## src/rtl/demux_rr_n.sv

```systemverilog
// demux_rr_n: round-robin N-way demultiplexer for a valid/ready byte stream.
// Channel switch happens at burst end (MODE 0, optionally capped by MAX_BURST) or after every word (MODE 1).
module demux_rr_n #(
   parameter int DATA_WIDTH = 8,
   parameter int NUM_CH     = 4,
   parameter int MODE       = 0,
   parameter int MAX_BURST  = 0
) (
   input  logic                           clk2f,
   input  logic                           reset,
   input  logic [DATA_WIDTH-1:0]          data_in_c,
   input  logic                           valid_in_c,
   output logic                           ready_out_c,
   output logic [NUM_CH*DATA_WIDTH-1:0]   data_out_c,
   output logic [NUM_CH-1:0]              valid_out_c,
   input  logic [NUM_CH-1:0]              ready_in_c,
   output logic [$clog2(NUM_CH)-1:0]      active_ch
);

   localparam int CH_W  = $clog2(NUM_CH);
   localparam int CNT_W = (MAX_BURST > 0) ? $clog2(MAX_BURST + 1) : 1;
   localparam logic [CH_W-1:0]  LAST_CH = CH_W'(NUM_CH - 1);
   localparam logic [CNT_W-1:0] CNT_MAX = {CNT_W{1'b1}};

   typedef enum logic [1:0] {IDLE, TRANS, GAP} state_t;

   state_t            state_q, state_d;
   logic [CH_W-1:0]   ch_d, ch_plus;
   logic [CNT_W-1:0]  cnt_q, cnt_d, cnt_base;
   logic              accept;
   logic              start_burst, cont_burst, end_burst;
   logic [NUM_CH-1:0] wr_sel;

   assign ready_out_c = !valid_out_c[active_ch] || ready_in_c[active_ch];
   assign accept      = valid_in_c && ready_out_c;
   assign ch_plus     = (active_ch == LAST_CH) ? '0 : active_ch + 1'b1;

   always_comb begin
      wr_sel = '0;
      wr_sel[active_ch] = accept;
   end

   // Output slots: a load wins over a drain so a slot can be emptied and refilled in one cycle.
   always_ff @(posedge clk2f or posedge reset) begin
      if (reset) begin
         data_out_c  <= '0;
         valid_out_c <= '0;
      end else begin
         for (int k = 0; k < NUM_CH; k++) begin
            if (wr_sel[k]) begin
               data_out_c[k*DATA_WIDTH +: DATA_WIDTH] <= data_in_c;
               valid_out_c[k] <= 1'b1;
            end else if (valid_out_c[k] && ready_in_c[k]) begin
               valid_out_c[k] <= 1'b0;
            end
         end
      end
   end

   always_ff @(posedge clk2f or posedge reset) begin
      if (reset) begin
         state_q   <= IDLE;
         active_ch <= '0;
         cnt_q     <= '0;
      end else begin
         state_q   <= state_d;
         active_ch <= ch_d;
         cnt_q     <= cnt_d;
      end
   end

   always_comb begin
      state_d     = state_q;
      ch_d        = active_ch;
      cnt_d       = cnt_q;
      start_burst = 1'b0;
      cont_burst  = 1'b0;
      end_burst   = 1'b0;
      cnt_base    = '0;

      case (state_q)
         IDLE, GAP: begin
            if (accept) begin
               state_d     = TRANS;
               start_burst = 1'b1;
            end
         end
         TRANS: begin
            if (accept) begin
               cont_burst = 1'b1;
            end else if (!valid_in_c) begin
               state_d   = GAP;
               end_burst = 1'b1;
            end
         end
         default: state_d = IDLE;
      endcase

      // A zero counter at burst end means the length cap already advanced the channel.
      if (MODE == 1) begin
         if (accept) ch_d = ch_plus;
      end else if (start_burst || cont_burst) begin
         cnt_base = start_burst ? '0 : cnt_q;
         if (MAX_BURST != 0 && (int'(cnt_base) + 1) == MAX_BURST) begin
            ch_d  = ch_plus;
            cnt_d = '0;
         end else begin
            cnt_d = (cnt_base == CNT_MAX) ? cnt_base : cnt_base + 1'b1;
         end
      end else if (end_burst) begin
         if (cnt_q != '0) ch_d = ch_plus;
         cnt_d = '0;
      end
   end

endmodule

```

## config.mk

```make
export PLATFORM = sky130hd
export DESIGN_NAME = demux_rr_n
export DESIGN_NICKNAME = d
export VERILOG_FILES = /design/src/rtl/demux_rr_n.sv
export SDC_FILE = /design/constraint.sdc
export NUM_CORES = 1
export LEC_CHECK = 0
export BUFFER_PORTS_ARGS = -buffer_cell sky130_fd_sc_hd__buf_4
export CELL_PAD_IN_SITES_DETAIL_PLACEMENT = 1
export CELL_PAD_IN_SITES_GLOBAL_PLACEMENT = 1
export CORE_AREA = 4 4 75 77
export CTS_BUF_LIST = sky130_fd_sc_hd__clkbuf_16
export CTS_CLUSTER_DIAMETER = 50
export DETAILED_ROUTE_END_ITERATION = 12
export DIE_AREA = 0 0 79 81
export PLACE_DENSITY_LB_ADDON = 0.15
export SYNTH_ARGS = -nofsm -noshare
export SYNTH_HDL_FRONTEND = slang
export SYNTH_SLANG_ARGS = --single-unit
```

## constraint.sdc

```tcl
create_clock -name clk2f -period 5.2 [get_ports clk2f]
set_input_delay 1.56 -clock clk2f [delete_from_list [all_inputs] [get_ports clk2f]]
set_output_delay 1.56 -clock clk2f [all_outputs]
set_load 0.005 [all_outputs]
```

==> results.json, run 1 <==
{
  "ys_types": 23,
  "viasPerCell": 4.611,
  "diodes": 0,
  "critPathMaxFanout": 12,
  "synth_area_leaders": "dfrtp_1 60%, mux2_2 16%, mux2_4 6.1%, ha_1 2.9%, nand2b_4 1.6%",
  "grt_max_degree": 42,
  "ys_seq_elements": 41,
  "power_mw": 1.509,
  "grt_usage": 0.1280,
  "p_leak_nw": 1.127,
  "via_count": 1125,
  "wl_met1_mm": 1.649,
  "ff2ff_path_depth": 4,
  "finalMaxSlewViolations": 0,
  "fmax_mhz": 240.7,
  "drt_first_pass_iters": 2,
  "holdPathStages": 1,
  "min_period_ps": 4155,
  "post-place-ws_ps": 1047,
  "synthesis.area_mm2": 0.001723,
  "antenna_found_initial": 0,
  "ys.flop_type": "dfrtp_1",
  "area_growth_pct": 35.95,
  "setup_slack_ps": 1045,
  "yosysSeqAreaShare": 0.5955,
  "final_cell_mix": "54 x buf_4, 41 x dfrtp_1, 25 x mux2_2, 7 x nand2_1, 7 x mux2_4",
  "synth_top_area_share": 0.5955,
  "max_cap_viol_count": 0,
  "critPathSlowestCell": "mux4_2",
  "wl_met2_mm": 1.891,
  "initialDrtViolationCount": 28,
  "fin_cells": 244,
  "final_layout_size_suffix_gt1_frac": 0.5632,
  "dp_hpwl_mm": 2.808,
  "status": "completed",
  "start_util": 0.3439,
  "port-buffer-count": 53,
  "finalHoldViolations": 0,
  "path_clk_slew_ps": 60,
  "die_w_um": 79,
  "postRouteAntennaNets": 0,
  "min_period_over_period": 0.7991,
  "synth-edff-count": 0,
  "cts_hold_buf": 0,
  "tns_ps": 0,
  "cp-start-kind": "input pin",
  "slowest_delay_ps": 590,
  "gp_congestion": 0.7125,
  "cts_setup_buffers": 0,
  "ys_warn_count": 0,
  "post_drt_wl_per_cell_um": 15.80,
  "synth-async-reset-ratio": 1.000,
  "fin_skew_ps": 3.124,
  "io-pin-count": 54,
  "cts_tree": "built",
  "rows": 26,
  "layout_commonest_cell": "buf_4",
  "cts.sinks": 41,
  "placed_cells": 236,
  "worst-path-stages": 4,
  "cp-end-kind": "primary output",
  "highest_layer": "met4",
  "synth_area_leader_cell": "dfrtp_1",
  "root_buffer": "clkbuf_16",
  "max-vdd-ir-drop_v": 0.0001962,
  "setup_viol": 0,
  "htreeDepth": 2,
  "cts_made_buffers": 5,
  "grt_pass1_vias": 1180,
  "dieArea_mm2": 0.006399,
  "tightest_slew_ps": 516.7,
  "whs_ps": 504.8,
  "cp_num_buf_inv": 2,
  "criticalPathCategory": "in -> out",
  "cts_resized": 0,
  "hp-class": "reg -> reg",
  "clkLatencyLatePin_ps": 280,
  "synthCells": 117,
  "wl_met3_um": 253,
  "rsz0062_at_grt": "no",
  "cp_common_cell": "buf_4",
  "routed_wl_mm": 3.854,
  "die_y_um": 81,
  "syn_avg_cell_area_um2": 14.73,
  "path_cells": "buf_4 > nand2b_1 > mux4_2 > buf_4",
  "clk_path_buf_depth": 2,
  "cp_data_arrival_time_ps": 2600,
  "coreArea_mm2": 0.005010,
  "relSlewSlack": 0.6555,
  "grt_pass1_wl_mm": 6.154,
  "synthesis.nets": 136,
  "cp.required_ps": 3640,
  "grt.overflow.total": 0,
  "drc_errors": 0,
  "powerDensity_mw_per_mm2": 644.3,
  "layout.nets": 192,
  "critPathTopFamily": "multiplexers"
}
[stage by stage]
step,util,area [um^2]
detailed placement,0.4351,2180
finish,0.4675,2342
floorplan,-,1723
global route,0.4675,2342
global placement,0.4351,2180
CTS,0.4675,2342
[area by class of cell]
class / instances / area (um^2)
fillers: 545 / 2668
flip-flops and latches: 41 / 1026
multi-input cells: 68 / 649.4
repair buffers: 54 / 405.4
clock buffers: 5 / 125.1
well taps: 70 / 87.58
clock inverters: 3 / 37.54
inverters: 3 / 11.26
[cell usage after synthesis, drive strengths merged, types with 2 or more instances]
| library cell | instances |
|---|---|
| dfrtp | 41 |
| mux2 | 32 |
| nand2 | 7 |
| nand2b | 6 |
| and3 | 4 |
| buf | 4 |
| ha | 4 |
| nand3 | 4 |
| a21oi | 3 |
| inv | 3 |
| nor2 | 2 |
| o21ai | 2 |
[flip-flops by register name, summed over array words and instances, names as in the netlist]
register / flops
valid_out_c: 4
data_out_c: 32
state_q: 2
active_ch: 2
cnt_q: 1
[worst paths after layout]
| path | startpoint | to | slack [ps] |
|---|---|---|---|
| setup / recovery | ready_in_c[1] | ready_out_c | 1040 |
| hold / removal | data_out_c[25] | data_out_c[25] | 500 |
| setup reg to reg | active_ch[1] | data_out_c[27] | 3170 |
| hold reg to reg | data_out_c[25] | data_out_c[25] | 500 |
| max in group asynchronous | reset | data_out_c[10] | 3430 |
| min in group asynchronous | reset | data_out_c[4] | 1420 |
[layer usage]
layer	GRT usage	vias to the layer above
li1	-	514
met4	0.05670	0
met1	0.1522	571
met3	0.03880	6
met2	0.2146	34
met5	0	-
[worst register-to-register path: stages, from the launching register on]
cell and delay (ps):
dfrtp_1 420, inv_2 110, mux4_2 630, and3_1 410, mux2_2 350
[cell families after synthesis]
| kind of cell | count (synthesis) | synth area share |
|---|---|---|
| AO/OA/AOI/OAI | 7 | 0.02397 |
| adder cells (fa/ha/maj) | 4 | 0.02905 |
| multiplexers | 33 | 0.2375 |
| buffers and inverters | 8 | 0.02759 |
| flip-flops | 41 | 0.5955 |
| AND/OR/NAND/NOR | 24 | 0.08642 |
[power by group]
| group | leakage (nW) | internal [mW] | switching (mW) |
|---|---|---|---|
| combinational | 0.553 | 0.374 | 0.217 |
| sequential | 0.491 | 0.480 | 0.0988 |
| clock | 0.0826 | 0.223 | 0.116 |
| total | 1.13 | 1.08 | 0.432 |
(Power assumes the default switching activity.)
==> run 2: changes to the inputs <==
==> constraint.sdc (replaced) <==
create_clock -name clk2f -period 3.9 [get_ports clk2f]
set_input_delay 1.17 -clock clk2f [delete_from_list [all_inputs] [get_ports clk2f]]
set_output_delay 1.17 -clock clk2f [all_outputs]
set_load 0.005 [all_outputs]
==> results.json, run 2 (synthesis results as in run 1) <==
{
  "status": "completed",
  "setup_slack_ps": 515.8,
  "start_util": 0.3439,
  "cts_hold_buf": 0,
  "place_area_mm2": 0.002180,
  "viasPerCell": 4.678,
  "finalHoldViolations": 0,
  "path_clk_slew_ps": 50,
  "coreArea_mm2": 0.005010,
  "tightest_slew_ps": 526.5,
  "placed_cells": 236,
  "cts_resized": 0,
  "dp_hpwl_mm": 2.791,
  "postRouteAntennaNets": 0,
  "grt_max_degree": 42,
  "die_w_um": 79,
  "whs_ps": 504.5,
  "hp-class": "reg -> reg",
  "setup_viol": 0,
  "tns_ps": 0,
  "holdPathStages": 1,
  "grt_pass1_vias": 1194,
  "antenna_found_initial": 0,
  "dieArea_mm2": 0.006399,
  "grt-busiest-layer": "met2",
  "cts_setup_buffers": 0,
  "final_layout_size_suffix_gt1_frac": 0.5698,
  "max-vdd-ir-drop_v": 0.0003030,
  "worstReg2RegEnd": "data_out_c[27]",
  "root_buffer": "clkbuf_16",
  "p_leak_nw": 1.110,
  "cp-end-kind": "primary output",
  "initialDrtViolationCount": 49,
  "cts_tree": "built",
  "cp.required_ps": 2730,
  "largest_reg_flops": 32,
  "diodes": 0,
  "final_cell_mix": "54 x buf_4, 41 x dfrtp_1, 25 x mux2_2, 7 x nand2_1, 7 x mux2_4",
  "grt_use_met2": 0.2121,
  "top_regs": "data_out_c x32, valid_out_c x4",
  "min_period_ps": 3384,
  "rows": 26,
  "post-route-util": 0.4610,
  "htreeDepth": 2,
  "startpoint": "ready_in_c[1]",
  "cts_made_buffers": 5,
  "grt_pass1_wl_mm": 6.272,
  "routed_wl_mm": 3.902,
  "port-buffer-count": 53,
  "rsz0062_at_grt": "no",
  "clk_path_buf_depth": 2,
  "post-place-ws_ps": 528.5,
  "hold_end": "data_out_c[16]",
  "met3_usage": 0.05322,
  "power_mw": 1.940,
  "io-pin-count": 54,
  "drt_first_pass_iters": 4,
  "hold_path.startpoint": "data_out_c[16]",
  "met1_usage": 0.1600,
  "layout.nets": 192,
  "post_drt_wl_per_cell_um": 16.12,
  "criticalPathCategory": "in -> out",
  "via_count": 1132,
  "finalMaxSlewViolations": 0,
  "max_flop_register": "data_out_c",
  "fin_area_mm2": 0.002310,
  "grt_usage": 0.1301,
  "gp_congestion": 0.7121,
  "area_growth_pct": 34.06,
  "r2r_setup_slack_ps": 1860,
  "cp-start-kind": "input pin",
  "r2r_start": "active_ch[1]",
  "critPathMaxFanout": 12,
  "min_period_over_period": 0.8677,
  "cp_data_arrival_time_ps": 2210,
  "layout_commonest_cell": "buf_4",
  "fin_skew_ps": 2.727,
  "fin_cells": 242,
  "relSlewSlack": 0.6490,
  "fmax_mhz": 295.5,
  "max_cap_viol_count": 0,
  "powerDensity_mw_per_mm2": 840.0,
  "ff2ff_path_depth": 4,
  "die_y_um": 81,
  "cts.sinks": 41,
  "clkLatencyLatePin_ps": 270,
  "drc_errors": 0,
  "grt.overflow.total": 0
}
## run 2: layout make-up
class                      count  area [um^2]
timing repair buffer          54        405.4
inverter                       3        11.26
clock buffer                   5        125.1
multi-input combinational     68        649.4
tap                           70        87.58
fill                         542         2700
sequential                    41         1026
clock inverter                 1        5.005
## run 2: per-layer routing
layer  share of wire  up-vias  routed length [um]
met5               0        -                   0
met4           0.012        0                  47
met3           0.070        6                 275
met2            0.48       33                1878
met1            0.44      579                1700
li1                -      514                   -
## run 2: how the worst max path moves through the flow
stage             endpoint  slack, ps  depth (start not counted)
5_1_grt        ready_out_c        490                          4
4_1_cts        ready_out_c        530                          4
2_1_floorplan  ready_out_c        810                          3
6_report       ready_out_c        520                          4
3_5_place_dp   ready_out_c        530                          4
3_3_place_gp   ready_out_c        530                          4
## run 2: power breakdown
part / leakage (nW) / internal, mW / total [mW] / switching (mW)
registers: 0.491 / 0.640 / 0.774 / 0.134
logic: 0.553 / 0.499 / 0.789 / 0.290
clock network: 0.0655 / 0.228 / 0.377 / 0.149
## run 2: worst max-delay path, cell delays in order
cell	delay (ps)
buf_4	100
nand2b_1	150
mux4_2	600
buf_4	190
==> run 3: changes to the inputs <==
==> constraint.sdc (replaced) <==
create_clock -name clk2f -period 2.8 [get_ports clk2f]
set_input_delay 0.84 -clock clk2f [delete_from_list [all_inputs] [get_ports clk2f]]
set_output_delay 0.84 -clock clk2f [all_outputs]
set_load 0.005 [all_outputs]
==> results.json, run 3 (synthesis results as in run 1) <==
{
  "setup_viol": 0,
  "fillers": 539,
  "layout.nets": 193,
  "multi_input_area_um2": 649.4,
  "clkPwrFrac": 0.202,
  "clkLatencyLatePin_ps": 280,
  "r2r_setup_slack_ps": 820,
  "critPathMaxFanout": 6,
  "drt_first_pass_iters": 2,
  "fmax_mhz": 381.5,
  "status": "completed",
  "hp-class": "reg -> reg",
  "p_seq_frac": 0.394,
  "initialDrtViolationCount": 33,
  "intPower_mw": 1.919,
  "largest_reg_flops": 32,
  "grt_pass1_vias": 1250,
  "area_growth_pct": 35.22,
  "cp.required_ps": 1960,
  "cts.sinks": 41,
  "seq_area_mm2": 0.001026,
  "diodes": 0,
  "dieArea_mm2": 0.006399,
  "cts_setup_buffers": 0,
  "min_period_over_period": 0.9362,
  "coreArea_mm2": 0.005010,
  "grt_usage": 0.1287,
  "drc_errors": 0,
  "cts_made_buffers": 5,
  "max_flop_register": "data_out_c",
  "final_cell_mix": "55 x buf_4, 41 x dfrtp_1, 25 x mux2_2, 7 x nand2_1, 7 x mux2_4",
  "port-buffer-count": 53,
  "path_cells": "buf_4 > nand2b_1 > mux4_2 > buf_4",
  "max_cap_viol_count": 0,
  "swShare": 0.2990,
  "finalHoldViolations": 0,
  "top_regs": "data_out_c x32, valid_out_c x4",
  "tns_ps": 0,
  "pwr-share-comb": 0.404,
  "cp_common_cell": "buf_4",
  "fin_skew_ps": 2.884,
  "criticalPathCategory": "in -> out",
  "p_switching_mw": 0.8185,
  "cts_tree": "built",
  "path_clk_slew_ps": 60,
  "fin_cells": 245,
  "cts_resized": 0,
  "r2r_start": "active_ch[1]",
  "rsz0062_at_grt": "no",
  "cp-end-kind": "primary output",
  "cp-start-kind": "input pin",
  "gp_congestion": 0.7317,
  "dp_hpwl_mm": 2.865,
  "tightest_slew_ps": 524.2,
  "grt_max_degree": 42,
  "critPathSlowestCell": "mux4_2",
  "min_period_ps": 2621,
  "rows": 26,
  "routed_wl_mm": 3.973,
  "post_drt_wl_per_cell_um": 16.22,
  "p_leak_nw": 1.118,
  "via_count": 1130,
  "die_y_um": 81,
  "slowest_delay_ps": 520,
  "antenna_found_initial": 0,
  "cp_data_arrival_time_ps": 1780,
  "holdPathStages": 1,
  "hold_path.startpoint": "data_out_c[26]",
  "worstReg2RegEnd": "data_out_c[20]",
  "htreeDepth": 2,
  "ff2ff_path_depth": 5,
  "io-pin-count": 54,
  "layout_commonest_cell": "buf_4",
  "max-vdd-ir-drop_v": 0.0003673,
  "viasPerCell": 4.612,
  "relSlewSlack": 0.6505,
  "grt_pass1_wl_mm": 6.251,
  "start_util": 0.3439,
  "critPathTopFamily": "multiplexers",
  "cp_num_buf_inv": 2,
  "final_layout_size_suffix_gt1_frac": 0.5771,
  "placed_cells": 237,
  "root_buffer": "clkbuf_16",
  "cts_hold_buf": 0,
  "die_w_um": 79,
  "grt.overflow.total": 0,
  "clk_path_buf_depth": 2,
  "postRouteAntennaNets": 0,
  "finalMaxSlewViolations": 0,
  "powerDensity_mw_per_mm2": 1175,
  "hold_end": "data_out_c[26]"
}
==> run 3: final cells by class <==
| type | count | share of cell area |
|---|---|---|
| Sequential cell | 41 | 0.4404 |
| Multi-Input combinational cell | 68 | 0.2787 |
| Timing Repair Buffer | 55 | 0.1772 |
| Clock buffer | 5 | 0.05371 |
| Tap cell | 70 | 0.03759 |
| Clock inverter | 3 | 0.007519 |
| Inverter | 3 | 0.004834 |
==> run 3: power by group through the flow <==
stage	Clock [mW]	Sequential, mW	Combinational [mW]
6_report	0.554	1.08	1.10
5_1_grt	0.600	1.12	1.21
4_1_cts	0.570	1.08	1.14
3_5_place_dp	0	1.09	1.13
3_3_place_gp	0	1.07	1.10
2_1_floorplan	0	1.08	0.547
==> run 3: how the worst max path moves through the flow <==
stage             startpoint           to  cells past startpoint
2_1_floorplan  ready_in_c[3]  ready_out_c                      3
3_3_place_gp   ready_in_c[3]  ready_out_c                      4
3_5_place_dp   ready_in_c[3]  ready_out_c                      4
4_1_cts        ready_in_c[3]  ready_out_c                      4
5_1_grt        ready_in_c[3]  ready_out_c                      4
6_report       ready_in_c[3]  ready_out_c                      4
==> run 3: per-layer routing <==
| metal | part of all wire | wire length [um] | track usage | vias to the layer above |
|---|---|---|---|---|
| met1 | 0.44 | 1762 | 0.1543 | 577 |
| li1 | - | - | - | 517 |
| met3 | 0.052 | 208 | 0.03326 | 4 |
| met5 | 0 | 0 | 0 | - |
| met4 | 0.013 | 52 | 0.06357 | 0 |
| met2 | 0.49 | 1950 | 0.2155 | 32 |
==> run 3: stage by stage <==
step           area (um^2)  setup slack [ps]    util  power, mW  hold slack [ps]
2_1_floorplan         1723             366.0       -      1.628            468.9
4_1_cts               2330             172.5  0.4650      2.790            510.1
5_1_grt               2330             143.7  0.4650      2.923            517.8
6_report              2330             178.7  0.4650      2.737            504.9
3_5_place_dp          2187             176.4  0.4366      2.223            496.8
3_3_place_gp          2187             173.0  0.4366      2.175            486.4
